--- src/rtl/icache_sa_if.sv ---
// icache_sa_if: CPU fetch port, refill port and flush status of the set-associative icache
interface icache_sa_if #(parameter int LINE_BITS = 256);
  logic [31:0]          mem_address;
  logic                 mem_read;
  logic                 flush;
  logic [31:0]          mem_rdata;
  logic                 mem_resp;
  logic [31:0]          pmem_address;
  logic [LINE_BITS-1:0] pmem_rdata;
  logic                 pmem_read;
  logic                 pmem_resp;
  logic                 flush_busy;
  modport master (
    output mem_address, mem_read, flush, pmem_rdata, pmem_resp,
    input  mem_rdata, mem_resp, pmem_address, pmem_read, flush_busy
  );
  modport slave (
    input  mem_address, mem_read, flush, pmem_rdata, pmem_resp,
    output mem_rdata, mem_resp, pmem_address, pmem_read, flush_busy
  );
endinterface

--- src/rtl/icache_sa.sv ---
// icache_sa: set-associative read-only instruction cache, tree-PLRU replacement, single-cycle flush
module icache_sa #(
  parameter int NUM_SETS  = 8,
  parameter int NUM_WAYS  = 2,
  parameter int LINE_BITS = 256
) (
  input logic        clk,
  input logic        rst_n,
  icache_sa_if.slave bus
);
  localparam int OB = $clog2(LINE_BITS / 8);
  localparam int IB = $clog2(NUM_SETS);
  localparam int TB = 32 - OB - IB;
  localparam int SB = OB - 2;
  localparam int LW = $clog2(NUM_WAYS);
  localparam int WB = LW > 0 ? LW : 1;
  localparam int PW = NUM_WAYS > 1 ? NUM_WAYS - 1 : 1;

  typedef enum logic [1:0] {IDLE, FETCH, FLUSH} state_t;

  state_t               state, state_n;
  logic [NUM_WAYS-1:0]  valid [NUM_SETS];
  logic [TB-1:0]        tags  [NUM_SETS][NUM_WAYS];
  logic [PW-1:0]        plru  [NUM_SETS];
  logic [LINE_BITS-1:0] data  [NUM_SETS][NUM_WAYS];
  logic                 pend, hit, resp;
  logic [WB-1:0]        hit_way, victim, victim_n;
  logic [IB-1:0]        idx;
  logic [TB-1:0]        tag;
  logic [SB-1:0]        wsel;
  logic                 unused;

  assign idx    = bus.mem_address[OB+IB-1:OB];
  assign tag    = bus.mem_address[31:OB+IB];
  assign wsel   = bus.mem_address[OB-1:2];
  assign unused = ^bus.mem_address[1:0];

  // Heap-ordered tree: node n (1-based) lives in bit n-1; a bit points toward the LRU half.
  function automatic logic [WB-1:0] plru_victim(input logic [PW-1:0] p);
    int n = 1;
    for (int l = 0; l < LW; l++) n = 2 * n + (p[n-1] ? 1 : 0);
    return WB'(n - NUM_WAYS);
  endfunction

  function automatic logic [PW-1:0] plru_touch(input logic [PW-1:0] p, input logic [WB-1:0] w);
    logic [PW-1:0] r = p;
    int leaf = NUM_WAYS + int'(w);
    int n;
    for (int l = 0; l < LW; l++) begin
      n = leaf >> (LW - l);
      r[n-1] = ((leaf >> (LW - 1 - l)) & 1) == 0;
    end
    return r;
  endfunction

  always_comb begin
    hit      = 1'b0;
    hit_way  = '0;
    victim_n = plru_victim(plru[idx]);
    for (int w = NUM_WAYS - 1; w >= 0; w--) if (!valid[idx][w]) victim_n = WB'(w);
    for (int w = 0; w < NUM_WAYS; w++)
      if (valid[idx][w] && tags[idx][w] == tag) begin
        hit     = 1'b1;
        hit_way = WB'(w);
      end
  end

  assign resp             = state == IDLE && bus.mem_read && hit && !bus.flush;
  assign bus.mem_resp     = resp;
  assign bus.mem_rdata    = data[idx][hit_way][{wsel, 5'd0} +: 32];
  assign bus.pmem_read    = state == FETCH;
  assign bus.pmem_address = state == FETCH ? {bus.mem_address[31:OB], {OB{1'b0}}} : '0;
  assign bus.flush_busy   = pend || state == FLUSH;

  always_comb begin
    state_n = state;
    if (state == IDLE)
      state_n = bus.flush ? FLUSH : (bus.mem_read && !hit) ? FETCH : IDLE;
    else if (state == FETCH)
      state_n = !bus.pmem_resp ? FETCH : (pend || bus.flush) ? FLUSH : IDLE;
    else
      state_n = IDLE;
  end

  always_ff @(posedge clk or negedge rst_n)
    if (!rst_n) begin
      state  <= IDLE;
      pend   <= 1'b0;
      victim <= '0;
      for (int s = 0; s < NUM_SETS; s++) begin
        valid[s] <= '0;
        plru[s]  <= '0;
        for (int w = 0; w < NUM_WAYS; w++) tags[s][w] <= '0;
      end
    end else begin
      state <= state_n;
      pend  <= state == FETCH && !bus.pmem_resp && (pend || bus.flush);
      if (state == IDLE && bus.mem_read && !hit && !bus.flush) victim <= victim_n;
      if (state == FLUSH)
        for (int s = 0; s < NUM_SETS; s++) begin
          valid[s] <= '0;
          plru[s]  <= '0;
        end
      else if (state == FETCH && bus.pmem_resp) begin
        valid[idx][victim] <= 1'b1;
        tags[idx][victim]  <= tag;
        plru[idx]          <= plru_touch(plru[idx], victim);
      end else if (resp)
        plru[idx] <= plru_touch(plru[idx], hit_way);
    end

  always_ff @(posedge clk)
    if (state == FETCH && bus.pmem_resp) data[idx][victim] <= bus.pmem_rdata;
endmodule

--- src/flat_wrapper.sv ---
// flat-port wrapper written by rule: the top's interface ports become plain ports
module icache_sa_flat 
#(
  parameter int NUM_SETS  = 8,
  parameter int NUM_WAYS  = 2,
  parameter int LINE_BITS = 256
)
  (clk, rst_n, bus_mem_address, bus_mem_read, bus_flush, bus_pmem_rdata, bus_pmem_resp, bus_mem_rdata, bus_mem_resp, bus_pmem_address, bus_pmem_read, bus_flush_busy);
  icache_sa_if #(.LINE_BITS(LINE_BITS)) bus_i ();
  input logic clk;
  input logic rst_n;
  input wire logic [$bits(bus_i.mem_address)-1:0] bus_mem_address;
  input wire logic [$bits(bus_i.mem_read)-1:0] bus_mem_read;
  input wire logic [$bits(bus_i.flush)-1:0] bus_flush;
  input wire logic [$bits(bus_i.pmem_rdata)-1:0] bus_pmem_rdata;
  input wire logic [$bits(bus_i.pmem_resp)-1:0] bus_pmem_resp;
  output wire logic [$bits(bus_i.mem_rdata)-1:0] bus_mem_rdata;
  output wire logic [$bits(bus_i.mem_resp)-1:0] bus_mem_resp;
  output wire logic [$bits(bus_i.pmem_address)-1:0] bus_pmem_address;
  output wire logic [$bits(bus_i.pmem_read)-1:0] bus_pmem_read;
  output wire logic [$bits(bus_i.flush_busy)-1:0] bus_flush_busy;
  assign bus_i.mem_address = bus_mem_address;
  assign bus_i.mem_read = bus_mem_read;
  assign bus_i.flush = bus_flush;
  assign bus_i.pmem_rdata = bus_pmem_rdata;
  assign bus_i.pmem_resp = bus_pmem_resp;
  assign bus_mem_rdata = bus_i.mem_rdata;
  assign bus_mem_resp = bus_i.mem_resp;
  assign bus_pmem_address = bus_i.pmem_address;
  assign bus_pmem_read = bus_i.pmem_read;
  assign bus_flush_busy = bus_i.flush_busy;
  icache_sa #(.NUM_SETS(NUM_SETS), .NUM_WAYS(NUM_WAYS), .LINE_BITS(LINE_BITS)) u_core (.clk(clk), .rst_n(rst_n), .bus(bus_i));
endmodule
--- config.mk ---
export PLATFORM = sky130hd
export DESIGN_NAME = icache_sa_flat
export DESIGN_NICKNAME = d
export VERILOG_FILES = /design/src/rtl/icache_sa_if.sv /design/src/rtl/icache_sa.sv /design/src/flat_wrapper.sv
export SDC_FILE = /design/constraint.sdc
export NUM_CORES = 2
export LEC_CHECK = 0
export CAP_MARGIN = 10
export CORE_ASPECT_RATIO = 1.2
export CORE_UTILIZATION = 40
export CTS_BUF_LIST = sky130_fd_sc_hd__clkbuf_2 sky130_fd_sc_hd__clkbuf_4 sky130_fd_sc_hd__clkbuf_8
export CTS_CLUSTER_SIZE = 40
export DETAILED_ROUTE_END_ITERATION = 10
export GPL_TIMING_DRIVEN = 1
export RECOVER_POWER = 100
export SLEW_MARGIN = 20
export SYNTH_ARGS = -nofsm -noshare
export SYNTH_HDL_FRONTEND = slang
export SYNTH_SLANG_ARGS = --single-unit
--- constraint.sdc ---
create_clock -name clk -period 13.4 [get_ports clk]
set_clock_uncertainty 0.05 [all_clocks]
set_input_delay 2.68 -clock clk [delete_from_list [all_inputs] [get_ports clk]]
set_output_delay 2.68 -clock clk [all_outputs]
set_load 0.1 [all_outputs]
# Yosys cells after proc, flatten, opt, wreduce, memory -nomap -nowiden
# Memory sizes are Yosys's and may differ from the RTL's.
# Index checks and enable logic that the tools add are counted.
# W data, S select, Z words.
# op_classes
add_sub_neg	6
order_cmp	11
eq_ne	4
n_shift	1
mux	51
bitwise_logic	5
n_reduce_logical	27
# op_table
op	n
$mux W256	4
$mux W512	1
$bwmux W384	1
$demux W256 S1	1
$shiftx A256 B9 Y32	1
$bmux W48 S3	1
$demux W48 S3	1
$mux W48	3
$ge A32 B1 Y1 const B	2
$logic_not A32 Y1	2
$lt A32 B2 Y1 const B	2
$sub A31 B1 Y32 const B	2
$eq A24 B24 Y1	2
$mux W16	2
$mux W32	1
$demux W24 S1	1
$mux W24	1
$mux W8	3
$bwmux W8	2
$logic_and A1 B1 Y1	16
$mux W2	8
$or A16 B16 Y16	1
$mux W1	14
$add A2 B1 Y3 const A	2
25 further kinds	31
# word_totals
reg_bits	412
mem_bits_rw	4096
inputBits	293
output_inout_bits	67
word_cells	141
n_memories	1
# memory_table
name	words	width	rd	rd_ports_with_merged_regs	write_ports	line_no	text
u_core.data	8	512	1	0	1	icache_sa.sv:25	logic [LINE_BITS-1:0] data [NUM_SETS][NUM_WAYS];

# Depth between registers and ports, before layout
# depth
word_depth	17
ltp_mapped	19
ltp_nobuf	9

# Worst setup path before layout
# Ideal clock, no wire load.
# synth_path
path_type	input-to-reg
from	in bus_mem_address[7]
to	reg u_core.tags[351] in the netlist's numbering
t_arrival_ns	12.976
t_required_ns	13.246
slack_ns	0.270
stages	10
path_buffers	6
cell_sequence	clkbuf_1 -> nor2_1 -> clkbuf_1 -> clkbuf_1 -> buf_1 -> buf_1 -> nand2_1 -> nor2_1 -> clkbuf_1 -> mux2_2
# synth_via
elab_chain_len	6
# synth_rtl
item	line_no	text
from (decl)	flat_wrapper.sv:12	input wire logic [$bits(bus_i.mem_address)-1:0] bus_mem_address;
$not A3 Y4 (not written as such) *	icache_sa.sv:106	tags[idx][victim] <= tag;
$ge A4 B4 Y1 (not written as such) / $lt A4 B1 Y1 (equally long branches)	icache_sa.sv:106	
$logic_and A1 B1 Y1 (not written as such)	icache_sa.sv:106	
$mux W48 (not written as such)	icache_sa.sv:106	
$demux W48 S3 *	icache_sa.sv:106	
$bwmux W384 *	icache_sa.sv:106	
to (signal, indexed assignment)	icache_sa.sv:106	
to (decl)	icache_sa.sv:23	logic [TB-1:0] tags [NUM_SETS][NUM_WAYS];
# Mark *: on every way between the ends. The rest lies on a longest branch, timed or not.
# A chain may end at the register's enable or synchronous reset.

# Worst setup path in the final report
# layout_path
from	in bus_mem_address[6]
to	mem u_core.data[1][411] in the netlist's numbering, enable pin
# layout_lines
item	line_no
to (decl)	icache_sa.sv:25
# No word-level cell before the write port.

==> qor.txt <==
status: complete, but fails checks
failing checks: max-capacitance violations, max-slew violations
met2 GRT Util: 0.420
Fillers: 37200
main flop type after synthesis: edfxtp_1
die area: 444000 µm²
# clock sinks: 4508
worst hold start: u_core.tags[276]
CP Data Arrival Time: 13.38 ns
f_max: 0.0794 GHz
pwr dens: 145 nW/µm²
Mapped Cells: 10600
hold slack: 0.422 ns
total negative slack: 0 ns
Area Growth Syn to Fin: 13.4%
Crit-path slowest cell: clkinvlp_2
synthesis-stage register bit count: 4508
port buffer count: 352
leakage: 0.0674 µW
Routed wire per std cell: 33.4 µm
GP Congestion: 0.796
RR Startpoint: u_core.state[0]
critical path's most frequent cell: buf_4
GR Layer Usage met3: 0.0582
CTS tree: built
gr ovfl total: 0
core box area: 438000 µm²
Avg Vias per Cell: 6.10
CP Capture Type: register
Hold Fails Final Rpt: 0
drt first pass iters: 7
Layout Nets: 11500
most crowded layer after global routing: met2
Netlist cell types: 87
initial core utilization: 0.403
CTS buffer count: 687
synth warn: 0
grt met1 use: 0.334
critical path class: input pin to register
post-CTS setup buffers: 0
Critical Path, Cell by Cell: buf_8, or2_0, buf_4, nor2_4, nand2_1, clkinvlp_2, buf_4
Worst slew margin: -4.49
Critical Path Start: bus_mem_address[6]
final worst-path cycle share: 0.940
worst slack, placed: 2.15 ns
syn_area_per_cell: 16.7 µm²
Total GRT Usage: 0.258
Final Max Slew Viols: 3990
vias in the first global route: 106000
Hold Buf Count CTS: 0
post-DP HPWL: 306000 µm
PnR worst setup slack: 0.808 ns
register area share after synthesis: 0.755
initial antenna violation count: 189
Setup violations, final: 0
drc violations: 0
Hold Path Class: register to register
first-pass GRT wire length: 816000 µm
# Max-Cap Violations: 81
Placed Instances: 16200
Worst Tran Pin Value: 8.24 ns
worst skew pair latency: 1.32 ns
Cell Area, Synth: 177000 µm²
Post-CTS Resized: 0
vias: 107000
RSZ-0062 raised after global routing: no
critical path's largest stage delay: 4.58 ns
CP max FO: 72
largest net degree at the start of global routing: 141
layout cell share with drive strength beyond 1: 0.178
Required @ worst endpoint: 14.19 ns
VDD IR-drop max: 0.132 mV
min Tclk post-route: 12.59 ns
Worst setup SP type: input pin
initial DRC count: 13500
Finished Layout Cells: 17600
DIE HEIGHT: 730 µm
Root Buffer: clkbuf_8
Async SR Flop Fraction: 0.0914
Post-Route WL: 588000 µm
final antenna-violating net count: 0
H-tree levels: 6
Post-synth EDFFs: 4096
Die X-Extent: 609 µm
Worst-path clk slew: 0.06 ns
num rows: 266
IO Pins: 360
Max Buffers Root-to-Sink: 4
layout make-up:
cell class / instances / area, µm² / area share
clock inverter: 295 / 1910 / 0.00954
timing repair buffer: 640 / 6040 / 0.0301
tap: 5762 / 7210 / 0.0360
antenna: 142 / 355 / 0.00177
inverter: 29 / 151 / 0.000756
multi-input combinational: 5299 / 39800 / 0.199
sequential: 4508 / 133000 / 0.666
clock buffer: 928 / 11400 / 0.0570
sequential cells by signal, summed over array words and instances (netlist names):
name and flops:
u_core.victim 1, u_core.pend 1, u_core.tags 384, u_core.plru 8, u_core.data 4096, u_core.state 2
u_core.valid 16
where the power goes:
| group | switching (µW) | total (µW) | internal (µW) |
|---|---|---|---|
| Clock | 5450 | 11200 | 5790 |
| Combinational | 1460 | 2110 | 652 |
| Sequential | 96.8 | 15700 | 15600 |
| Total | 7000 | 29000 | 22000 |
synth_stat cells, types with 16 or more instances:
| library cell | count | area (µm²) |
|---|---|---|
| a2111oi_0 | 24 | 210 |
| a211oi_1 | 43 | 323 |
| a21oi_1 | 639 | 3200 |
| a221o_1 | 85 | 851 |
| a221oi_1 | 304 | 2660 |
| a222oi_1 | 40 | 400 |
| a22o_1 | 69 | 604 |
| a22oi_1 | 279 | 2090 |
| a31oi_1 | 42 | 263 |
| and2_1 | 25 | 156 |
| buf_1 | 126 | 473 |
| buf_2 | 132 | 661 |
| buf_4 | 83 | 623 |
| clkbuf_1 | 412 | 1550 |
| dfrtp_1 | 412 | 10300 |
| edfxtp_1 | 4096 | 123000 |
| inv_1 | 25 | 93.8 |
| mux2_2 | 567 | 6380 |
| mux2i_1 | 766 | 7670 |
| mux4_2 | 149 | 3360 |
| nand2_1 | 564 | 2120 |
| nand3_1 | 108 | 541 |
| nand4_1 | 21 | 131 |
| nor2_1 | 478 | 1790 |
| o2111ai_1 | 37 | 324 |
| o211ai_1 | 79 | 593 |
| o21ai_0 | 600 | 3000 |
| o221ai_1 | 63 | 552 |
| o22ai_1 | 56 | 350 |
| o31ai_1 | 16 | 120 |
cell usage in the layout (no fill, tap or decap), drive strengths merged, types with 294 or more instances in the layout:
cell            n
edfxtp       4096
clkbuf       1008
mux2i         766
a21oi         639
o21ai         608
mux2          569
nand2         564
nor2          478
dfrtp         412
a221oi        304
dlygate4sd3   294
critical path: cells and delay by family:
kind | cells | cell delay (ns)
AND/OR/NAND/NOR | 3 | 2.28
buffers and inverters | 4 | 8.04
cells by family after synthesis:
group	share of synthesized area
AO/OA/AOI/OAI	0.0935
XOR/XNOR	0.00114
buffers and inverters	0.0203
flip-flops	0.755
multiplexers	0.0993
other	0.0000212
AND/OR/NAND/NOR	0.0309
routing by layer:
layer	vias to the layer above	routed length (µm)
li1	43600	-
met1	56100	225000
met2	6300	277000
met3	1314	60500
met4	80	24100
met5	-	499
metrics by stage:
| stage | power (µW) | utilization | instance area [µm²] |
|---|---|---|---|
| 6_report | 29000 | 0.457 | 200000 |
| 2_1_floorplan | 17100 | - | 177000 |
| 5_1_grt | 29800 | 0.456 | 200000 |
| 4_1_cts | 29100 | 0.457 | 200000 |
| 3_5_place_dp | 18100 | 0.427 | 187000 |
| 3_3_place_gp | 18000 | 0.427 | 187000 |
worst paths after layout:
check                                 endpoint  slack [ns]  cells past startpoint
max in group asynchronous      u_core.tags[54]        3.50                      4
hold reg to reg               u_core.tags[276]        0.42                      2
hold / removal                u_core.tags[276]        0.42                      2
setup / recovery           u_core.data[1][411]        0.81                      7
min in group asynchronous     u_core.tags[208]        2.43                      1
setup reg to reg           u_core.data[5][468]        3.57                      7
Power figures use the tool's default switching activity.
